===== src/rtl/seg_scan_if.sv =====
// Handshake/pin bundle between the value source, the scan controller and the
// seven-segment pins. The master drives the value and enables; the slave drives the pins.
interface seg_scan_if;
  logic [31:0] value;
  logic        load;
  logic [7:0]  digit_en;
  logic [7:0]  dp_en;
  logic        lz_suppress;
  logic [7:0]  an;
  logic [6:0]  seg;
  logic        dp;
  logic        frame_done;

  modport master (
    output value, load, digit_en, dp_en, lz_suppress,
    input  an, seg, dp, frame_done
  );

  modport slave (
    input  value, load, digit_en, dp_en, lz_suppress,
    output an, seg, dp, frame_done
  );
endinterface


===== src/rtl/seg_scan_controller.sv =====
// Eight-digit multiplexed seven-segment scanner with a tear-free shadow value,
// per-slot blanking guard and leading-zero suppression. All pin outputs are active-low.
module seg_scan_controller #(
  parameter int DIGIT_CYC = 100000,
  parameter int BLANK_CYC = 1000
) (
  input  logic       clk,
  input  logic       n_rst,
  seg_scan_if.slave  bus
);
  localparam int CW = (DIGIT_CYC > 1) ? $clog2(DIGIT_CYC) : 1;
  localparam logic [CW-1:0] CNT_LAST = CW'(DIGIT_CYC - 1);
  localparam logic [CW-1:0] CNT_BEND = CW'(BLANK_CYC - 1);

  typedef enum logic {BLANK, DRIVE} phase_e;

  phase_e      phase_q, phase_d;
  logic [CW-1:0] cnt_q, cnt_d;
  logic [2:0]  idx_q, idx_d;
  logic [31:0] staging_q, staging_d;
  logic        pending_q, pending_d;
  logic [31:0] shadow_q, shadow_d;
  logic [7:0]  an_q, an_d;
  logic [6:0]  seg_q, seg_d;
  logic        dp_q, dp_d;
  logic        fd_q, fd_d;

  logic        slot_end, boundary, lit, suppressed;
  logic [7:0]  zero_from;
  logic [3:0]  nib;

  function automatic logic [6:0] glyph(input logic [3:0] n);
    case (n)
      4'h0: glyph = 7'h7E;
      4'h1: glyph = 7'h30;
      4'h2: glyph = 7'h6D;
      4'h3: glyph = 7'h79;
      4'h4: glyph = 7'h33;
      4'h5: glyph = 7'h5B;
      4'h6: glyph = 7'h5F;
      4'h7: glyph = 7'h70;
      4'h8: glyph = 7'h7F;
      4'h9: glyph = 7'h7B;
      4'hA: glyph = 7'h77;
      4'hB: glyph = 7'h1F;
      4'hC: glyph = 7'h4E;
      4'hD: glyph = 7'h3D;
      4'hE: glyph = 7'h4F;
      default: glyph = 7'h47;
    endcase
  endfunction

  always_ff @(posedge clk) begin
    if (!n_rst) begin
      phase_q   <= BLANK;
      cnt_q     <= '0;
      idx_q     <= '0;
      staging_q <= '0;
      pending_q <= 1'b0;
      shadow_q  <= '0;
      an_q      <= 8'hFF;
      seg_q     <= 7'h7F;
      dp_q      <= 1'b1;
      fd_q      <= 1'b0;
    end else begin
      phase_q   <= phase_d;
      cnt_q     <= cnt_d;
      idx_q     <= idx_d;
      staging_q <= staging_d;
      pending_q <= pending_d;
      shadow_q  <= shadow_d;
      an_q      <= an_d;
      seg_q     <= seg_d;
      dp_q      <= dp_d;
      fd_q      <= fd_d;
    end
  end

  always_comb begin
    slot_end  = (cnt_q == CNT_LAST);
    boundary  = slot_end && (idx_q == 3'd7);
    cnt_d     = slot_end ? '0 : cnt_q + 1'b1;
    idx_d     = slot_end ? idx_q + 3'd1 : idx_q;
    phase_d   = phase_q;
    staging_d = staging_q;
    pending_d = pending_q;
    shadow_d  = shadow_q;

    if (slot_end)
      phase_d = BLANK;
    else if (cnt_q == CNT_BEND)
      phase_d = DRIVE;

    if (bus.load) begin
      staging_d = bus.value;
      pending_d = 1'b1;
    end
    // A load in the boundary cycle bypasses staging so it is not lost for a frame.
    if (boundary) begin
      if (bus.load) begin
        shadow_d  = bus.value;
        pending_d = 1'b0;
      end else if (pending_q) begin
        shadow_d  = staging_q;
        pending_d = 1'b0;
      end
    end
  end

  always_comb begin
    zero_from    = '0;
    zero_from[7] = (shadow_q[31:28] == 4'h0);
    for (int k = 6; k >= 0; k--)
      zero_from[k] = zero_from[k+1] && (shadow_q[4*k +: 4] == 4'h0);

    nib        = shadow_q[{idx_q, 2'b00} +: 4];
    suppressed = bus.lz_suppress && (idx_q != 3'd0) && zero_from[idx_q];
    lit        = (phase_q == DRIVE) && bus.digit_en[idx_q] && !suppressed;

    an_d  = 8'hFF;
    seg_d = 7'h7F;
    dp_d  = 1'b1;
    fd_d  = boundary;
    if (lit) begin
      an_d  = ~(8'h01 << idx_q);
      seg_d = ~glyph(nib);
      dp_d  = ~bus.dp_en[idx_q];
    end
  end

  assign bus.an         = an_q;
  assign bus.seg        = seg_q;
  assign bus.dp         = dp_q;
  assign bus.frame_done = fd_q;
endmodule


===== src/flat_wrapper.sv =====
// flat-port wrapper written by rule: the top's interface ports become plain ports
module seg_scan_controller_flat 
#(
  parameter int DIGIT_CYC = 100000,
  parameter int BLANK_CYC = 1000
)
  (clk, n_rst, bus_value, bus_load, bus_digit_en, bus_dp_en, bus_lz_suppress, bus_an, bus_seg, bus_dp, bus_frame_done);
  seg_scan_if bus_i ();
  input  logic clk;
  input  logic n_rst;
  input wire logic [$bits(bus_i.value)-1:0] bus_value;
  input wire logic [$bits(bus_i.load)-1:0] bus_load;
  input wire logic [$bits(bus_i.digit_en)-1:0] bus_digit_en;
  input wire logic [$bits(bus_i.dp_en)-1:0] bus_dp_en;
  input wire logic [$bits(bus_i.lz_suppress)-1:0] bus_lz_suppress;
  output wire logic [$bits(bus_i.an)-1:0] bus_an;
  output wire logic [$bits(bus_i.seg)-1:0] bus_seg;
  output wire logic [$bits(bus_i.dp)-1:0] bus_dp;
  output wire logic [$bits(bus_i.frame_done)-1:0] bus_frame_done;
  assign bus_i.value = bus_value;
  assign bus_i.load = bus_load;
  assign bus_i.digit_en = bus_digit_en;
  assign bus_i.dp_en = bus_dp_en;
  assign bus_i.lz_suppress = bus_lz_suppress;
  assign bus_an = bus_i.an;
  assign bus_seg = bus_i.seg;
  assign bus_dp = bus_i.dp;
  assign bus_frame_done = bus_i.frame_done;
  seg_scan_controller #(.DIGIT_CYC(DIGIT_CYC), .BLANK_CYC(BLANK_CYC)) u_core (.clk(clk), .n_rst(n_rst), .bus(bus_i));
endmodule

===== config.mk =====
export PLATFORM = sky130hd
export DESIGN_NAME = seg_scan_controller_flat
export DESIGN_NICKNAME = d
export VERILOG_FILES = /design/src/rtl/seg_scan_if.sv /design/src/rtl/seg_scan_controller.sv /design/src/flat_wrapper.sv
export SDC_FILE = /design/constraint.sdc
export NUM_CORES = 1
export LEC_CHECK = 0
export ABC_AREA = 0
export ABC_CLOCK_PERIOD_IN_PS = 3900
export CAP_MARGIN = 25
export CORE_UTILIZATION = 32
export CTS_CLUSTER_SIZE = 8
export DETAILED_ROUTE_END_ITERATION = 6
export MAX_ROUTING_LAYER = met4
export PLACE_DENSITY_LB_ADDON = 0.2
export SKIP_LAST_GASP = 1
export SYNTH_ARGS = -nofsm -noshare
export SYNTH_HDL_FRONTEND = slang
export SYNTH_SLANG_ARGS = --single-unit

===== constraint.sdc =====
create_clock -name clk -period 3.9 [get_ports clk]
set_input_delay 0.39 -clock clk [delete_from_list [all_inputs] [get_ports clk]]
set_output_delay 0.39 -clock clk [all_outputs]
set_load 0.05 [all_outputs]

# After elaboration in Yosys (flattened, before gate mapping)
# Memory sizes are Yosys's and may differ from the RTL's.
# Index checks and enable logic that the tools add are counted.
[totals]
register_bits = 103
latch_bits = 0
mem_bits_rw = 0
romBits = 112
out_inout_bits = 17
word_cells = 62
n_memories = 1
[memory_table]
columns = ["name", "depth", "word_bits", "read_ports", "rd_clocked_by_memory_dff", "wr", "line_no", "rtl"]
rows = [
  ["(no name shown)", 16, 7, 1, 0, 0, "seg_scan_controller.sv:33", "case (n)"],
]
[classes]
n_addsub = 2
n_mul = 0
div = 0
n_lt_le_gt_ge = 1
n_eq_ne = 3
shift = 2
n_mux = 13
n_bitwise = 4
n_reduce_logical = 26
[ops]
columns = ["cell", "n"]
rows = [
  ["32-bit two-way mux", 2],
  ["4-bit zero test", 8],
  ["32-bit by 6-bit variable part select with 4-bit output", 1],
  ["17-bit by 1-bit adder with 17-bit output (second input constant)", 1],
  ["17-bit by 10-bit equality test with 1-bit output (second input constant)", 1],
  ["17-bit equality test (second input constant)", 1],
  ["1-bit logical AND", 12],
  ["1-bit binary-select mux with 3-bit select", 3],
  ["8-bit NOT", 1],
  ["1-bit by 3-bit left shift with 8-bit output (first input constant)", 1],
  ["1-bit two-way mux", 7],
  ["7-bit two-way mux", 1],
  ["7-bit NOT", 1],
  ["3-bit by 4-bit < comparator with 1-bit output (second input constant)", 1],
  ["2-bit AND reduction", 2],
  ["3-bit by 1-bit adder with 3-bit output (second input constant)", 1],
  ["3-bit equality test (second input constant)", 1],
  ["3-bit nonzero test", 1],
  ["1-bit NOT", 2],
  ["2-bit nonzero test", 1],
  ["2-bit OR reduction", 1],
  ["1-bit zero test", 1],
]

# Logic depth before layout (Yosys ltp)
# Gate-level depths: netlist of the first run.
[logic_depth]
depth_word = 15
depth_mapped = 11

# Worst setup path before layout of the first run
# No wires, ideal clock.
[synth_path]
path_type = "reg-to-reg"
startpoint = "reg u_core.idx_q[0]"
endpoint = "reg u_core.seg_q[3] (netlist: u_core.bus.seg[3])"
setup_time_ns = 0.069
t_arrival_ns = 2.020
required_time_ns = 3.831
setup_slack_ns = 1.810
stages_incl_launch_ff = 8
n_path_buf = 1
path_cell_list = "dfxtp_1 -> buf_6 -> mux4_1 -> mux2_2 -> inv_1 -> ha_1 -> o211a_1 -> o21ai_1"
[synth_via]
elab_chain_len = 6
elab_cells_between_ends = 15
[synth_rtl]
columns = ["item", "line_no", "rtl"]
rows = [
  ["start, declared", "seg_scan_controller.sv:19", "logic [2:0] idx_q, idx_d;"],
  ["start signal, assigned", "seg_scan_controller.sv:68", "idx_q <= idx_d;"],
  ["branches (longest 6 deep; another with memory read 16 x 7 bit)", "--", ""],
  ["end signal, assigned", "seg_scan_controller.sv:73", "seg_q <= seg_d;"],
  ["end, declared", "seg_scan_controller.sv:24", "logic [6:0] seg_q, seg_d;"],
]
# Several ways; the timed one is not identified. The select of a mux whose other input is x is not followed.
# A chain may end at the register's enable or synchronous reset.

# Worst setup path in the final report of the first run
[layout_path]
startpoint = "reg u_core.idx_q[1]"
endpoint = "reg u_core.seg_q[3] (netlist: u_core.bus.seg[3])"
# The elaborated chain is that of the path after synthesis.

==> results of run 1 <==
## synth_stat cells (all sizes together) (7+ instances only)
cell type  number
nor2           20
nor2b          33
inv             7
clkbuf         14
ha             13
o211a          34
buf            16
xor2           14
nand2          50
nor4            8
dfxtp         103
mux2i          36
mux4           12
nand3          14
## sequential cells by signal, indices dropped and copies added, names as in the netlist
signal                 flops
u_core.shadow_q           32
u_core.pending_q           1
u_core.phase_q             1
u_core.bus.an              8
u_core.bus.dp              1
u_core.bus.seg             7
u_core.bus.frame_done      1
u_core.cnt_q              17
u_core.staging_q          32
u_core.idx_q               3
## power by group
part           internal [mW]  switching, mW
registers               1.07        0.00813
logic                 0.0764         0.0534
clock network          0.616          0.371
## logic make-up (layout without fill, tap and decap cells)
logic type / Yosys count / count (layout) / share of synthesized area
XOR/XNOR: 17 / 17 / 0.0323
AO/OA/AOI/OAI: 56 / 56 / 0.108
multiplexers: 51 / 51 / 0.156
buffers and inverters: 37 / 93 / 0.0438
AND/OR/NAND/NOR: 156 / 156 / 0.177
flip-flops: 103 / 103 / 0.448
adder cells (fa/ha/maj): 13 / 13 / 0.0353
## metrics by stage
step | hold WS, ns | cell area [um^2] | util | worst slack [ns]
finish | 0.491 | 5700 | 0.409 | 1.22
detailed placement | 0.476 | 5370 | 0.386 | 1.23
global placement | 0.460 | 5370 | 0.386 | 1.33
floorplan | 0.436 | 4600 | - | 1.81
global route | 0.536 | 5700 | 0.409 | 0.974
CTS | 0.497 | 5700 | 0.409 | 1.20
## path summary, 6_finish.rpt
path / depth (start not counted) / endpoint / start
hold / removal: 2 / u_core.phase_q$_SDFFE_PP0N_ / u_core.phase_q$_SDFFE_PP0N_
setup reg to reg: 9 / u_core.bus.seg[3]$_SDFF_PN1_ / u_core.idx_q[1]$_SDFFE_PN0P_
setup / recovery: 9 / u_core.bus.seg[3]$_SDFF_PN1_ / u_core.idx_q[1]$_SDFFE_PN0P_
hold reg to reg: 2 / u_core.phase_q$_SDFFE_PP0N_ / u_core.phase_q$_SDFFE_PP0N_
## metal layers
| layer | up-vias | part of all wire | global-route usage |
|---|---|---|---|
| met5 | - | 0 | - |
| met4 | 0 | 0.026 | 0.0748 |
| met3 | 16 | 0.037 | 0.0257 |
| met2 | 67 | 0.46 | 0.234 |
| met1 | 1555 | 0.48 | 0.192 |
| li1 | 1664 | - | - |
## area by class of cell
cell class	count	area, um^2	area share
Tap cell	180	225	0.0395
Inverter	7	26.3	0.00461
Timing Repair Buffer	73	721	0.127
Clock inverter	4	97.6	0.0171
Clock buffer	9	225	0.0395
Multi-Input combinational cell	293	2340	0.411
Sequential cell	103	2060	0.362
## tightest hold or removal path: cells and delay by family, from the launching register on
kind,cells,cell delay [ns]
and+or+nand+nor,1,0.07
AOI/OAI and AO/OA,1,0.05
DFF,1,0.34
==> flow_metrics.py, run 1 <==
metrics = {
    "run_status": {
        "status": "complete, no violations",
    },
    "floorplan": {
        "io_pins": 69,
        "core-area_mm2": 0.0139,
        "fp-row-count": 43,
        "initial_core_util": 0.330,
        "dieArea_mm2": 0.0149,
        "die_h_um": 122,
        "die_w_um": 122,
    },
    "clock_tree": {
        "cts_tree": "done",
        "cts_hold_buf": 0,
        "clock_path_buffers": 2,
        "worstSkewPairLatency_ns": 0.35,
        "cts_buffers": 9,
        "clock-sinks": 103,
        "post_cts_resized": 0,
        "clock_tree.root_cell": "clkbuf_16",
        "postCtsSetupBuffers": 0,
        "clk_pin_slew_ns": 0.07,
        "h-tree-depth": 3,
    },
    "placement": {
        "numPortBuffers": 68,
        "hpwl_um": 7070,
        "place_congestion": 0.831,
        "dp.cells": 656,
    },
    "drt": {
        "num_vias": 3302,
        "initialDrtViolationCount": 210,
        "wirelength_um": 10100,
        "wl_per_cell_um": 15.0,
        "remaining_drc_errors": 0,
        "ant_nets": 0,
        "firstDrtPassIters": 4,
        "avgViaCountPerCell": 4.94,
    },
    "global_routing": {
        "grt_pass1_vias": 3318,
        "track_usage": 0.152,
        "grt_max_degree": 73,
        "antenna_found_initial": 0,
        "grt_pass1_wl_um": 16900,
        "overflow": 0,
    },
    "finish": {
        "final_common_cell": "dfxtp_1",
        "stdcell_count": 669,
        "layout.nets": 552,
        "area_growth_pct": 23.8,
        "fillers": 1335,
        "final_layout_size_suffix_gt1_frac": 0.0675,
        "antenna_cells": 0,
        "final_cell_mix": "103 x dfxtp_1, 66 x clkdlybuf4s50_1, 50 x nand2_1",
    },
    "setup_path": {
        "max_stage_delay_ns": 0.88,
        "path_common_cell": "inv_1",
        "crit_family": "flip-flops",
        "cp_data_arrival_time_ns": 2.91,
        "path_buf_inv": 2,
        "critPathSlowestCell": "dfxtp_1",
        "crit_path_start_kind": "flip-flop",
        "crit_path_end_kind": "flip-flop",
        "rrSetupSlack_ns": 1.22,
        "critPathRequiredTime_ns": 4.13,
        "cp_max_fo": 20,
        "worstSetupPathType": "flip-flop to flip-flop",
        "path_cells": "mux4_2 > nand2_1 > and2_1 > inv_1 > ha_1 > inv_1 > nor2_1 > a211oi_1 > o21ai_1",
    },
    "synth": {
        "ys_async_sr_fraction": 0,
        "yosys_warnings": 0,
        "synth_area_leader_cell": "dfxtp_1",
        "synthCells": 433,
        "yosysTopAreaCellShare": 0.448,
        "netlist_area_mm2": 0.00460,
        "syn_avg_cell_area_um2": 10.6,
        "synth_nets": 498,
        "synth_edf_count": 0,
        "synth_cell_types": 49,
        "yosys_most_used_dff": "dfxtp_1",
        "ys_top_cells_by_area": "dfxtp_1 45%, mux2i_1 7.4%, o211a_1 7.4%",
        "synth_seq_cells": 103,
        "synth_sequential_area_ratio": 0.448,
    },
    "sta": {
        "drv_slew": 0,
        "grt_setup_unrepaired": "no",
        "period_minus_slack_ns": 2.68,
        "hold_viol": 0,
        "setup_viol_count_final": 0,
        "tightest_slew_ns": 0.861,
        "period_share": 0.688,
        "finClkSkew_ns": 0.00683,
        "fmax_mhz": 373,
        "maxSlewHeadroom": 0.425,
        "fin_tns_setup_ns": 0,
    },
    "power": {
        "powerDensity_mw_per_mm2": 386,
        "p_leak_nw": 2.57,
        "vdd.ir_drop.worst_mv": 0.192,
        "p_total_mw": 2.20,
    },
    "hold_path": {
        "min_path_type": "flip-flop to flip-flop",
    },
    "run": {
        "cap_violations": 0,
    },
}
Note: power is estimated with default switching activity, not from simulation.
==> run 2, diff against run 1 <==
ABC_CLOCK_PERIOD_IN_PS = 2750   (was 3900)
clock period = 2.75 ns   (was 3.9 ns; I/O delays follow)
==> flow_metrics.py, run 2 (synthesis gave the netlist of run 1 again) <==
metrics = {
    "finish": {
        "layout.nets": 555,
        "fillers": 1327,
        "final_cell_mix": "103 x dfxtp_1, 66 x clkdlybuf4s50_1, 50 x nand2_1",
        "final_common_cell": "dfxtp_1",
        "final_layout_size_suffix_gt1_frac": 0.0749,
        "antenna_cells": 0,
        "area_growth_pct": 23.7,
        "stdcell_count": 674,
        "top_regs": "u_core.shadow_q (32), u_core.staging_q (32), u_core.cnt_q (17)",
    },
    "sta": {
        "maxSlewHeadroom": 0.614,
        "tightest_slew_ns": 0.579,
        "finClkSkew_ns": 0.0102,
        "drv_slew": 0,
        "fmax_mhz": 414,
        "setup_viol_count_final": 0,
        "period_share": 0.878,
        "hold_viol": 0,
        "grt_setup_unrepaired": "no",
        "fin_tns_setup_ns": 0,
        "period_minus_slack_ns": 2.41,
    },
    "run": {
        "cap_violations": 0,
    },
    "drt": {
        "avgViaCountPerCell": 4.92,
        "ant_nets": 0,
        "wl_per_cell_um": 14.8,
        "num_vias": 3315,
        "remaining_drc_errors": 0,
        "wirelength_um": 9980,
        "firstDrtPassIters": 4,
        "initialDrtViolationCount": 158,
    },
    "hold_path": {
        "min_path_type": "input port to flip-flop",
        "min_from": "n_rst",
    },
    "setup_path": {
        "crit_path_end_kind": "flip-flop",
        "cp_data_arrival_time_ns": 2.69,
        "critPathLaunch": "u_core.idx_q[0]$_SDFFE_PN0P_",
        "crit_path_start_kind": "flip-flop",
        "cp_max_fo": 11,
        "rr_startpoint": "u_core.idx_q[0]$_SDFFE_PN0P_",
        "worstSetupPathType": "flip-flop to flip-flop",
        "critPathRequiredTime_ns": 3.03,
        "rrSetupSlack_ns": 0.34,
    },
    "clock_tree": {
        "clk_pin_slew_ns": 0.07,
        "cts_hold_buf": 0,
        "cts_buffers": 9,
        "clock-sinks": 103,
        "cts_tree": "done",
        "h-tree-depth": 3,
        "worstSkewPairLatency_ns": 0.35,
        "post_cts_resized": 0,
        "postCtsSetupBuffers": 0,
        "clock_tree.root_cell": "clkbuf_16",
        "clock_path_buffers": 2,
    },
    "floorplan": {
        "die_w_um": 122,
        "die_h_um": 122,
        "io_pins": 69,
        "dieArea_mm2": 0.0149,
        "initial_core_util": 0.330,
        "core-area_mm2": 0.0139,
        "fp-row-count": 43,
    },
    "power": {
        "powerDensity_mw_per_mm2": 528,
        "p_leak_nw": 2.58,
        "vdd.ir_drop.worst_mv": 0.261,
    },
    "placement": {
        "numPortBuffers": 68,
        "dp.cells": 659,
        "place_congestion": 0.863,
        "hpwl_um": 7180,
    },
    "global_routing": {
        "overflow": 0,
        "grt_pass1_wl_um": 16700,
        "track_usage": 0.150,
        "grt_pass1_vias": 3309,
        "grt_max_degree": 65,
        "antenna_found_initial": 0,
    },
    "run_status": {
        "status": "complete, no violations",
    },
}
-- run 2: layout make-up --
type                            count  area [um^2]  area share
Clock inverter                      3         42.5     0.00747
Timing Repair Buffer               76          743       0.130
Multi-Input combinational cell    293         2340       0.411
Clock buffer                       12          256      0.0450
Sequential cell                   103         2060       0.362
Tap cell                          180          225      0.0395
Inverter                            7         26.3     0.00461
-- run 2: path summary, 6_finish.rpt --
path | to | depth (start not counted)
worst min-delay path | u_core.idx_q[2]$_SDFFE_PN0P_ | 2
worst max register to register | u_core.bus.seg[3]$_SDFF_PN1_ | 6
worst min register to register | u_core.cnt_q[0]$_SDFF_PP0_ | 1
worst max-delay path | u_core.bus.seg[3]$_SDFF_PN1_ | 6
-- run 2: where the power goes --
group	switching, mW	leakage [nW]	internal (mW)
Sequential	0.0113	0.838	1.52
Combinational	0.0734	1.59	0.108
Clock	0.541	0.145	0.749
Total	0.626	2.58	2.38
-- run 2: critical path, stage by stage (launching register included) --
cell	delay, ns
dfxtp_1	0.61
mux4_1	0.63
mux2_2	0.32
inv_1	0.16
ha_1	0.27
o211a_1	0.23
o21ai_1	0.13
-- run 2: through the flow --
| step | worst slack, ns | hold slack, ns | total power, mW | utilization | cell area, um^2 |
|---|---|---|---|---|---|
| CTS | 0.344 | 0.319 | 3.05 | 0.409 | 5700 |
| detailed placement | 0.371 | 0.464 | 1.75 | 0.387 | 5400 |
| global placement | 0.455 | 0.456 | 1.75 | 0.387 | 5400 |
| global route | 0.212 | 0.339 | 3.14 | 0.409 | 5700 |
| floorplan | 0.660 | 0.436 | 1.66 | - | 4600 |
| finish | 0.336 | 0.325 | 3.01 | 0.409 | 5700 |
-- run 2: layer usage --
| layer | share of wire | vias up | track usage |
|---|---|---|---|
| li1 | - | 1669 | - |
| met1 | 0.49 | 1569 | 0.192 |
| met2 | 0.45 | 64 | 0.226 |
| met3 | 0.038 | 13 | 0.0309 |
| met4 | 0.017 | 0 | 0.0687 |
| met5 | 0 | - | - |
==> run 3, diff against run 2 <==
CORE_UTILIZATION = 25   (was 32)
CTS_CLUSTER_SIZE = 40   (was 8)
==> flow_metrics.py, run 3 (synthesis gave the netlist of run 1 again) <==
metrics = {
    "run_status": {
        "status": "complete, no violations",
    },
    "drt": {
        "initialDrtViolationCount": 128,
        "num_vias": 3341,
        "drt-met1-wl_um": 5230,
        "avgViaCountPerCell": 4.61,
        "wl_met2_um": 4880,
        "wirelength_um": 10800,
        "wl_met3_um": 401,
        "remaining_drc_errors": 0,
        "firstDrtPassIters": 4,
        "ant_nets": 0,
        "routed.top_layer": "met4",
        "wl_per_cell_um": 15.0,
    },
    "finish": {
        "layout.nets": 555,
        "top_regs": "u_core.shadow_q (32), u_core.staging_q (32), u_core.cnt_q (17)",
        "final_cell_mix": "103 x dfxtp_1, 66 x clkdlybuf4s50_1, 50 x nand2_1",
        "fillers": 1859,
        "final_core_util": 0.320,
        "area_growth_pct": 25.3,
        "antenna_cells": 0,
        "fin_area_mm2": 0.00577,
        "final_common_cell": "dfxtp_1",
        "stdcell_count": 724,
        "final_layout_size_suffix_gt1_frac": 0.0768,
    },
    "global_routing": {
        "track_usage": 0.124,
        "grt_pass1_vias": 3251,
        "antenna_found_initial": 0,
        "grt_max_degree": 65,
        "overflow": 0,
        "grt_pass1_wl_um": 17100,
    },
    "setup_path": {
        "cp_max_fo": 12,
        "rr_startpoint": "u_core.idx_q[0]$_SDFFE_PN0P_",
        "crit_path_end_kind": "flip-flop",
        "cp_data_arrival_time_ns": 2.77,
        "crit_path_start_kind": "flip-flop",
        "critPathRequiredTime_ns": 3.03,
        "r2r-end": "u_core.bus.seg[3]$_SDFF_PN1_",
        "r2r.worst_path.cells": 6,
        "worstSetupPathType": "flip-flop to flip-flop",
        "rrSetupSlack_ns": 0.26,
    },
    "sta": {
        "drv_slew": 0,
        "setup_ws_ns": 0.256,
        "finClkSkew_ns": 0.00796,
        "maxSlewHeadroom": 0.610,
        "period_minus_slack_ns": 2.49,
        "tightest_slew_ns": 0.584,
        "setup_viol_count_final": 0,
        "fin_tns_setup_ns": 0,
        "hold_viol": 0,
        "fmax_mhz": 401,
        "grt_setup_unrepaired": "no",
        "period_share": 0.907,
    },
    "clock_tree": {
        "clock-sinks": 103,
        "postCtsSetupBuffers": 0,
        "post_cts_resized": 0,
        "cts_tree": "done",
        "clock_tree.root_cell": "clkbuf_16",
        "worstSkewPairLatency_ns": 0.35,
        "h-tree-depth": 3,
        "cts_buffers": 9,
        "cts_hold_buf": 0,
        "clk_pin_slew_ns": 0.07,
        "clock_path_buffers": 2,
    },
    "floorplan": {
        "core-area_mm2": 0.0180,
        "initial_core_util": 0.255,
        "die_w_um": 138,
        "die_h_um": 138,
        "io_pins": 69,
        "fp-row-count": 49,
        "dieArea_mm2": 0.0190,
    },
    "hold_path": {
        "min_path_type": "input port to flip-flop",
        "min_to": "u_core.idx_q[2]$_SDFFE_PN0P_",
        "worstHoldPathCells": 2,
        "min_from": "n_rst",
    },
    "run": {
        "cap_violations": 0,
    },
    "placement": {
        "place_congestion": 0.808,
        "numPortBuffers": 68,
        "dp.cells": 708,
        "dp_slack_ns": 0.259,
        "hpwl_um": 7700,
        "dpl_cell_area_mm2": 0.00546,
    },
    "power": {
        "p_leak_nw": 2.59,
        "vdd.ir_drop.worst_mv": 0.289,
        "powerDensity_mw_per_mm2": 529,
    },
}
[run 3: changes by cell type in the layout (fill, tap and decap cells not counted), sizes merged]
cell,change
clkinv,+1
clkinvlp,-1
inv,+1
[run 3: critical path, stage by stage (launching register included)]
cell     delay (ns)
dfxtp_1        0.64
mux4_1         0.63
mux2_2         0.32
inv_1          0.16
ha_1           0.27
o211a_1        0.23
o21ai_1        0.17
[run 3: final cells by class]
cell class,instances,area (um^2),share of cell area
Sequential cell,103,2060,0.358
Multi-Input combinational cell,293,2340,0.406
Tap cell,229,287,0.0497
Timing Repair Buffer,76,743,0.129
Clock inverter,4,52.6,0.00911
Inverter,7,26.3,0.00456
Clock buffer,12,256,0.0445
[run 3: worst max path at each step]
stage,startpoint,slack [ns],depth (start not counted),end
2_1_floorplan,u_core.idx_q[0]$_SDFFE_PN0P_,0.66,7,u_core.bus.seg[3]$_SDFF_PN1_
3_3_place_gp,u_core.idx_q[0]$_SDFFE_PN0P_,0.41,6,u_core.bus.seg[3]$_SDFF_PN1_
3_5_place_dp,u_core.idx_q[0]$_SDFFE_PN0P_,0.26,6,u_core.bus.seg[3]$_SDFF_PN1_
4_1_cts,u_core.idx_q[0]$_SDFFE_PN0P_,0.22,6,u_core.bus.seg[3]$_SDFF_PN1_
5_1_grt,u_core.idx_q[0]$_SDFFE_PN0P_,0.1,6,u_core.bus.seg[3]$_SDFF_PN1_
6_report,u_core.idx_q[0]$_SDFFE_PN0P_,0.26,6,u_core.bus.seg[3]$_SDFF_PN1_
[run 3: where the power goes]
group / total [mW] / internal (mW) / switching (mW) / leakage [nW]
sequential: 1.53 / 1.52 / 0.0114 / 0.838
clock: 1.33 / 0.760 / 0.574 / 0.153
combinational: 0.185 / 0.108 / 0.0768 / 1.59
total: 3.05 / 2.39 / 0.662 / 2.59
[run 3: per-layer routing]
metal,vias up,track usage
li1,1662,-
met1,1578,0.152
met2,78,0.190
met3,23,0.0298
met4,0,0.0652
met5,-,-
[run 3: through the flow]
| stage | total power, mW | hold slack (ns) |
|---|---|---|
| detailed placement | 1.76 | 0.464 |
| finish | 3.05 | 0.283 |
| global route | 3.18 | 0.273 |
| floorplan | 1.66 | 0.436 |
| global placement | 1.76 | 0.461 |
| CTS | 3.10 | 0.270 |
